[config.mk]
export PLATFORM = sky130hd
export DESIGN_NAME = mem_stage_lsu
export DESIGN_NICKNAME = d
export VERILOG_FILES = /design/src/rtl/mem_stage_lsu_pkg.sv /design/src/rtl/mem_stage_lsu_align.sv /design/src/rtl/mem_stage_lsu.sv
export SDC_FILE = /design/constraint.sdc
export NUM_CORES = 1
export LEC_CHECK = 0
export CAP_MARGIN = 20
export CORE_UTILIZATION = 42
export DETAILED_ROUTE_END_ITERATION = 10
export GPL_ROUTABILITY_DRIVEN = 0
export MAX_ROUTING_LAYER = met4
export PLACE_DENSITY = 0.75
export SLEW_MARGIN = 20
export SYNTH_ARGS = -nofsm -noshare
export SYNTH_HDL_FRONTEND = slang
export SYNTH_SLANG_ARGS = --single-unit
[constraint.sdc]
create_clock -name i_clk -period 3.1 [get_ports i_clk]
set_input_delay 0.775 -clock i_clk [delete_from_list [all_inputs] [get_ports i_clk]]
set_output_delay 0.775 -clock i_clk [all_outputs]
set_load 0.01 [all_outputs]
[src/rtl/mem_stage_lsu_pkg.sv]
// ============================================================================
// Module      : mem_stage_lsu_pkg
// Description : Shared opcodes, funct3/size codes, exception causes and FSM
//               states for the load/store memory stage.
// Revision    : 1.0 - initial release
// ============================================================================
`default_nettype none

package mem_stage_lsu_pkg;

  localparam logic [6:0] L_OP = 7'b0000011;
  localparam logic [6:0] S_OP = 7'b0100011;
  localparam logic [6:0] I_OP = 7'b0010011;

  localparam logic [2:0] c_F3_B  = 3'b000;
  localparam logic [2:0] c_F3_H  = 3'b001;
  localparam logic [2:0] c_F3_W  = 3'b010;
  localparam logic [2:0] c_F3_D  = 3'b011;
  localparam logic [2:0] c_F3_BU = 3'b100;
  localparam logic [2:0] c_F3_HU = 3'b101;
  localparam logic [2:0] c_F3_WU = 3'b110;

  localparam logic [1:0] c_SZ_B = 2'b00;
  localparam logic [1:0] c_SZ_H = 2'b01;
  localparam logic [1:0] c_SZ_W = 2'b10;

  localparam logic [3:0] c_CAUSE_LD_MISAL = 4'd4;
  localparam logic [3:0] c_CAUSE_LD_FAULT = 4'd5;
  localparam logic [3:0] c_CAUSE_ST_MISAL = 4'd6;
  localparam logic [3:0] c_CAUSE_ST_FAULT = 4'd7;

  typedef enum logic [1:0] {
    ST_IDLE = 2'd0,
    ST_BUSY = 2'd1,
    ST_DONE = 2'd2
  } lsu_state_e;

  // Doubles and 32-bit-unsigned loads do not exist on XLEN=32 and report
  // as misaligned so the pipeline never issues them to the bus.
  function automatic logic f_misaligned(input logic [2:0] funct3,
                                        input logic [2:0] addr_lo,
                                        input int         xlen);
    logic v_mis;
    case (funct3[1:0])
      2'b00:   v_mis = 1'b0;
      2'b01:   v_mis = addr_lo[0];
      2'b10:   v_mis = |addr_lo[1:0];
      default: v_mis = (xlen == 32) || funct3[2] || (|addr_lo);
    endcase
    if ((xlen == 32) && (funct3 == c_F3_WU)) v_mis = 1'b1;
    return v_mis;
  endfunction

endpackage

`default_nettype wire

[src/rtl/mem_stage_lsu_align.sv]
// ============================================================================
// Module      : lsu_align
// Description : Store byte-enable / lane shifter and load extract / extend.
// Revision    : 1.0 - initial release
// ============================================================================
`default_nettype none

module lsu_align
  import mem_stage_lsu_pkg::*;
#(
  parameter int XLEN = 32
) (
  input  logic [1:0]                  i_st_size,
  input  logic [$clog2(XLEN/8)-1:0]   i_st_off,
  input  logic [XLEN-1:0]             i_rs2,
  output logic [XLEN/8-1:0]           o_be,
  output logic [XLEN-1:0]             o_wdata,
  input  logic [2:0]                  i_ld_funct3,
  input  logic [$clog2(XLEN/8)-1:0]   i_ld_off,
  input  logic [XLEN-1:0]             i_rdata,
  output logic [XLEN-1:0]             o_ld_data
);

  localparam int NB = XLEN / 8;

  logic [NB-1:0]   w_mask;
  logic [6:0]      w_fill;
  logic [XLEN-1:0] w_shift;
  logic [XLEN-1:0] w_left;
  logic [XLEN-1:0] w_sext;

  always_comb begin
    case (i_st_size)
      c_SZ_B:  w_mask = NB'(1);
      c_SZ_H:  w_mask = NB'(3);
      c_SZ_W:  w_mask = NB'(15);
      default: w_mask = '1;
    endcase
  end

  assign o_be    = w_mask << i_st_off;
  assign o_wdata = i_rs2 << {i_st_off, 3'b000};

  // Push the field to the top, then shift back arithmetically or logically.
  always_comb begin
    case (i_ld_funct3[1:0])
      c_SZ_B:  w_fill = 7'(XLEN - 8);
      c_SZ_H:  w_fill = 7'(XLEN - 16);
      c_SZ_W:  w_fill = 7'(XLEN - 32);
      default: w_fill = 7'd0;
    endcase
  end

  assign w_shift   = i_rdata >> {i_ld_off, 3'b000};
  assign w_left    = w_shift << w_fill;
  assign w_sext    = $signed(w_left) >>> w_fill;
  assign o_ld_data = i_ld_funct3[2] ? (w_left >> w_fill) : w_sext;

endmodule

`default_nettype wire

[src/rtl/mem_stage_lsu.sv]
// ============================================================================
// Module      : mem_stage_lsu
// Description : Registered request/ack load/store memory stage with alignment
//               and bus-fault exceptions. Optional ack watchdog: LSU_TIMEOUT_EN.
// Revision    : 1.0 - initial release
// ============================================================================
`default_nettype none

module mem_stage_lsu
  import mem_stage_lsu_pkg::*;
#(
  parameter int XLEN           = 32,
  parameter int XADDR          = 5,
  parameter int TIMEOUT_CYCLES = 255
) (
  input  logic              i_clk,
  input  logic              i_rst_n,
  input  logic              i_valid,
  input  logic [6:0]        i_opcode,
  input  logic [2:0]        i_funct3,
  input  logic [XLEN-1:0]   i_rs2,
  input  logic [XLEN-1:0]   i_alu_result,
  input  logic [XADDR-1:0]  i_rd_addr,
  input  logic              i_rd_write,
  input  logic [XLEN-1:0]   i_pc,
  input  logic              i_flush,
  output logic              o_stall,
  output logic              o_mem_req,
  output logic              o_mem_we,
  output logic [XLEN-1:0]   o_mem_addr,
  output logic [XLEN-1:0]   o_mem_wdata,
  output logic [XLEN/8-1:0] o_mem_be,
  input  logic              i_mem_ack,
  input  logic              i_mem_err,
  input  logic [XLEN-1:0]   i_mem_rdata,
  output logic              o_wb_valid,
  output logic [XLEN-1:0]   o_wb_pc,
  output logic [XADDR-1:0]  o_wb_rd_addr,
  output logic              o_wb_rd_write,
  output logic [XLEN-1:0]   o_wb_rd_data,
  output logic              o_exc_valid,
  output logic [3:0]        o_exc_cause,
  output logic [XLEN-1:0]   o_exc_tval
);

  localparam int NB   = XLEN / 8;
  localparam int OFFW = $clog2(NB);

  lsu_state_e      r_state;
  logic            r_killed;
  logic [2:0]      r_funct3;
  logic            r_mem_req, r_mem_we;
  logic [XLEN-1:0] r_mem_addr, r_mem_wdata;
  logic [NB-1:0]   r_mem_be;
  logic            r_wb_valid, r_wb_rd_write;
  logic [XLEN-1:0] r_wb_pc, r_wb_rd_data;
  logic [XADDR-1:0] r_wb_rd_addr;
  logic            r_exc_valid;
  logic [3:0]      r_exc_cause;
  logic [XLEN-1:0] r_exc_tval;

  logic            w_is_load, w_is_store, w_is_mem, w_accept, w_misal;
  logic            w_kill, w_timeout;
  logic [NB-1:0]   w_be;
  logic [XLEN-1:0] w_wdata, w_ld_data;

  assign w_is_load  = (i_opcode == L_OP);
  assign w_is_store = (i_opcode == S_OP);
  assign w_is_mem   = w_is_load | w_is_store;
  assign w_accept   = (r_state != ST_BUSY) & i_valid & ~i_flush;
  assign w_misal    = f_misaligned(i_funct3, i_alu_result[2:0], XLEN);
  assign w_kill     = r_killed | i_flush;
  assign o_stall    = (r_state == ST_BUSY) | (w_accept & w_is_mem & ~w_misal);

  lsu_align #(.XLEN(XLEN)) u_align (
    .i_st_size   (i_funct3[1:0]),
    .i_st_off    (i_alu_result[OFFW-1:0]),
    .i_rs2       (i_rs2),
    .o_be        (w_be),
    .o_wdata     (w_wdata),
    .i_ld_funct3 (r_funct3),
    .i_ld_off    (r_exc_tval[OFFW-1:0]),
    .i_rdata     (i_mem_rdata),
    .o_ld_data   (w_ld_data)
  );

`ifdef LSU_TIMEOUT_EN
  localparam int CW = $clog2(TIMEOUT_CYCLES + 1);
  logic [CW-1:0] r_wd_cnt;

  always_ff @(posedge i_clk or negedge i_rst_n) begin
    if (!i_rst_n)                r_wd_cnt <= '0;
    else if (r_state == ST_BUSY) r_wd_cnt <= r_wd_cnt + 1'b1;
    else                         r_wd_cnt <= '0;
  end

  assign w_timeout = (r_wd_cnt == CW'(TIMEOUT_CYCLES - 1));
`else
  assign w_timeout = 1'b0;
`endif

  // r_exc_tval doubles as the saved effective address for the whole access.
  always_ff @(posedge i_clk or negedge i_rst_n) begin
    if (!i_rst_n) begin
      r_state       <= ST_IDLE;
      r_killed      <= 1'b0;
      r_funct3      <= '0;
      r_mem_req     <= 1'b0;
      r_mem_we      <= 1'b0;
      r_mem_addr    <= '0;
      r_mem_wdata   <= '0;
      r_mem_be      <= '0;
      r_wb_valid    <= 1'b0;
      r_wb_pc       <= '0;
      r_wb_rd_addr  <= '0;
      r_wb_rd_write <= 1'b0;
      r_wb_rd_data  <= '0;
      r_exc_valid   <= 1'b0;
      r_exc_cause   <= '0;
      r_exc_tval    <= '0;
    end else begin
      r_wb_valid  <= 1'b0;
      r_exc_valid <= 1'b0;
      case (r_state)
        ST_BUSY: begin
          if (i_flush) r_killed <= 1'b1;
          if (i_mem_ack) begin
            r_mem_req <= 1'b0;
            r_state   <= ST_DONE;
            if (!w_kill) begin
              if (i_mem_err) begin
                r_exc_valid <= 1'b1;
                r_exc_cause <= r_mem_we ? c_CAUSE_ST_FAULT : c_CAUSE_LD_FAULT;
              end else begin
                r_wb_valid   <= 1'b1;
                r_wb_rd_data <= r_mem_we ? '0 : w_ld_data;
              end
            end
          end else if (w_timeout) begin
            r_mem_req <= 1'b0;
            r_state   <= ST_DONE;
            if (!w_kill) begin
              r_exc_valid <= 1'b1;
              r_exc_cause <= r_mem_we ? c_CAUSE_ST_FAULT : c_CAUSE_LD_FAULT;
            end
          end
        end
        default: begin
          r_state <= ST_IDLE;
          if (w_accept) begin
            r_wb_pc      <= i_pc;
            r_wb_rd_addr <= i_rd_addr;
            if (!w_is_mem) begin
              r_wb_valid    <= 1'b1;
              r_wb_rd_write <= i_rd_write;
              r_wb_rd_data  <= i_alu_result;
            end else begin
              r_wb_rd_write <= i_rd_write & w_is_load;
              r_exc_tval    <= i_alu_result;
              if (w_misal) begin
                r_exc_valid <= 1'b1;
                r_exc_cause <= w_is_store ? c_CAUSE_ST_MISAL : c_CAUSE_LD_MISAL;
                r_state     <= ST_DONE;
              end else begin
                r_mem_req   <= 1'b1;
                r_mem_we    <= w_is_store;
                r_mem_addr  <= {i_alu_result[XLEN-1:OFFW], {OFFW{1'b0}}};
                r_mem_wdata <= w_wdata;
                r_mem_be    <= w_is_store ? w_be : '0;
                r_funct3    <= i_funct3;
                r_killed    <= 1'b0;
                r_state     <= ST_BUSY;
              end
            end
          end
        end
      endcase
    end
  end

  assign o_mem_req     = r_mem_req;
  assign o_mem_we      = r_mem_we;
  assign o_mem_addr    = r_mem_addr;
  assign o_mem_wdata   = r_mem_wdata;
  assign o_mem_be      = r_mem_be;
  assign o_wb_valid    = r_wb_valid;
  assign o_wb_pc       = r_wb_pc;
  assign o_wb_rd_addr  = r_wb_rd_addr;
  assign o_wb_rd_write = r_wb_rd_write;
  assign o_wb_rd_data  = r_wb_rd_data;
  assign o_exc_valid   = r_exc_valid;
  assign o_exc_cause   = r_exc_cause;
  assign o_exc_tval    = r_exc_tval;

endmodule

`default_nettype wire

==> flow_summary.ini <==
[sta]
rsz0062_at_grt = false
fmaxAchievable_mhz = 337
setup-violations-final = 0
finClkSkew_ns = 0.00911
min_period_over_period_pct = 95.6
hold_viol_final = 0
setup_slack_ns = 0.135
tightest_slew_ns = 0.885
period_needed_ns = 2.96
slew_headroom_pct = 40.8
slew_violations = 0

[global_routing]
grt_pass1_vias = 6900
gr-total-overflow = 0
grt_pass1_wl_um = 39500
antenna_found_initial = 0
gr-usage-all-layers_pct = 26.5
grt_start_max_net_pins = 77

[outcome]
outcome = finished, final reports clean

[setup_path]
cp.required_ns = 2.32
path_max_fanout = 2
arrival_ns = 2.19
crit_type = in2out
crit_path_start_kind = input port
reg2reg_slack_ns = 0.65
end_kind = output pin

[detailed_routing]
route.detailed.drc = 0
num_vias = 6896
ant_nets = 0
via_per_inst = 5.39
routed_wl_um = 25700
drt_first_pass_iters = 5
drt_iter0_drc = 444
wl_per_cell_um = 20.1

[logic_synthesis]
yosysTopAreaCell = dfrtp_1
yosys-top-cells-count = dfrtp_1, mux2_2, o21ai_0
syn_area_um2 = 8340
synthCells = 683
ys_ff_latch = 181
avgSynthCellArea_um2 = 12.2
ys_seq_area_share_pct = 54.3
synth_top_cell_area_share_pct = 54.3
synth_top_cells_by_area = dfrtp_1, mux2_2, mux2_1
ys.flop_type = dfrtp_1
synth_cell_types = 50
async_flop_share_pct = 100
yosysMostFrequentCell = dfrtp_1
synth_enable_flop_cells = 0
yosysWarnings = 0

[placed_design]
dpl_cell_area_um2 = 11900
dp_hpwl_um = 18400
dp_worst_setup_slack_ns = -0.142
dp_cells = 1247
portBuffers = 325

[clock_tree]
cts_max_level = 4
clock_path_buffers = 2
cts_resized = 1
cts_sinks = 181
cts_tree = built
clk_latency_ns = 0.42
ctsHoldBuffers = 0
cts_root_buffer = clkbuf_16
clk_pin_slew_ns = 0.08
postCtsSetupRepairBufs = 0
cts_made_buffers = 17

[power]
leakage_nw = 5.34
peakVddDrop_mv = 0.373
power.density_nw_per_um2 = 492
fin_total_pwr_w = 0.00614

[run]
cap_violations = 0

[floorplanning]
die-area_um2 = 20400
rows = 51
ios = 329
core-area_um2 = 19500
die_h_um = 143
initial_core_util_pct = 42.9
die_w_um = 143

[cells_and_area]
final_cell_count_no_fill = 1279
diodes = 0
post-route-cell-area_um2 = 12500
area_delta_synth_final_pct = 49.5
fin_nets = 1151
drive_gt1_share_pct = 17.7
fill_cells = 1557

[worst_hold_path]
hold_path_class = in2async
## worst max-delay path, cell delays in order
cell and delay [ns]:
clkdlybuf4s50_1 0.48, and4bb_2 0.28, nand4_1 0.13, nand2b_4 0.17
nand2_1 0.08, dlygate4sd2_1 0.27
## path summary, 6_finish.rpt
check / from / endpoint / cells past startpoint
setup / recovery: i_opcode[1] / o_stall / 6
max in group asynchronous: i_rst_n / o_exc_tval[12]$_DFFE_PN0P_ / 2
hold reg to reg: o_exc_cause[2]$_DFFE_PN0P_ / o_exc_cause[2]$_DFFE_PN0P_ / 1
min in group i_clk: o_exc_cause[2]$_DFFE_PN0P_ / o_exc_cause[2]$_DFFE_PN0P_ / 1
hold / removal: i_rst_n / o_mem_wdata[24]$_DFFE_PN0P_ / 1
setup reg to reg: o_exc_tval[0]$_DFFE_PN0P_ / o_wb_rd_data[21]$_DFFE_PN0P_ / 5
## area by class of cell
type	count	area, um^2	area share [%]
flip-flops and latches	181	4530	36.3
repair buffers	356	3520	28.2
multi-input cells	443	3510	28.1
clock buffers	18	439	3.52
well taps	265	332	2.66
clock inverters	14	131	1.05
inverters	2	7.51	0.0602
## routing by layer
layer	vias up	share of wire (%)	track usage, %
met4	0	1.8	7.47
li1	3153	-	-
met3	34	6.3	6.24
met2	242	48	41.5
met5	-	0	-
met1	3467	44	34.2
## power by group
group / switching (W) / leakage [nW] / total, W / internal, W
logic: 0.000558 / 2.72 / 0.00133 / 0.000772
registers: 0.000119 / 2.35 / 0.00269 / 0.00257
clock network: 0.00103 / 0.274 / 0.00212 / 0.00109
## cells in the final DEF (no fill, tap or decap), drive strengths merged, types with 2 or more instances in the layout
cell type        n
a211oi           9
o211ai          18
a32oi           14
clkinvlp         3
clkdlybuf4s50  322
or2              2
a22oi           11
inv             11
a21oi           27
nand3b           9
nand3           23
mux2i           25
o21ai           54
conb             3
a32o             7
nor2            13
dfrtp          181
nand2b           4
buf             32
mux2           127
nor2b           21
clkbuf          19
nand2           24
a31oi            6
a21o             2
a211o            8
nor3            16
clkinv           2
o31ai            8
## cell families after synthesis
family | after synthesis | share of synthesized area, %
simple gates | 117 | 7.66
compound gates | 170 | 13.6
other cells | 1 | 0.0450
buf+inv | 61 | 3.96
mux | 153 | 20.4
flops | 181 | 54.3
## metrics by stage
step           hold WS (ns)  TNS [ns]  util, %
6_report              0.297         0     64.1
5_1_grt               0.308         0     64.1
4_1_cts               0.305         0     64.1
3_5_place_dp          0.467    -0.142     61.1
3_3_place_gp          0.461    -0.156     61.1
2_1_floorplan         0.479         0        -
## flip-flops by register name, summed over array words and instances, names as in the netlist
| signal | count |
|---|---|
| r_funct3 | 3 |
| o_wb_rd_addr | 5 |
| o_exc_cause | 3 |
| o_wb_valid | 1 |
| o_mem_be | 4 |
| o_mem_req | 1 |
| o_mem_we | 1 |
| o_exc_tval | 32 |
| o_wb_rd_data | 32 |
| o_wb_rd_write | 1 |
| o_wb_pc | 32 |
| o_mem_addr | 30 |
| r_killed | 1 |
| o_mem_wdata | 32 |
| o_exc_valid | 1 |
| r_state | 2 |
Power figures use the tool's default switching activity.
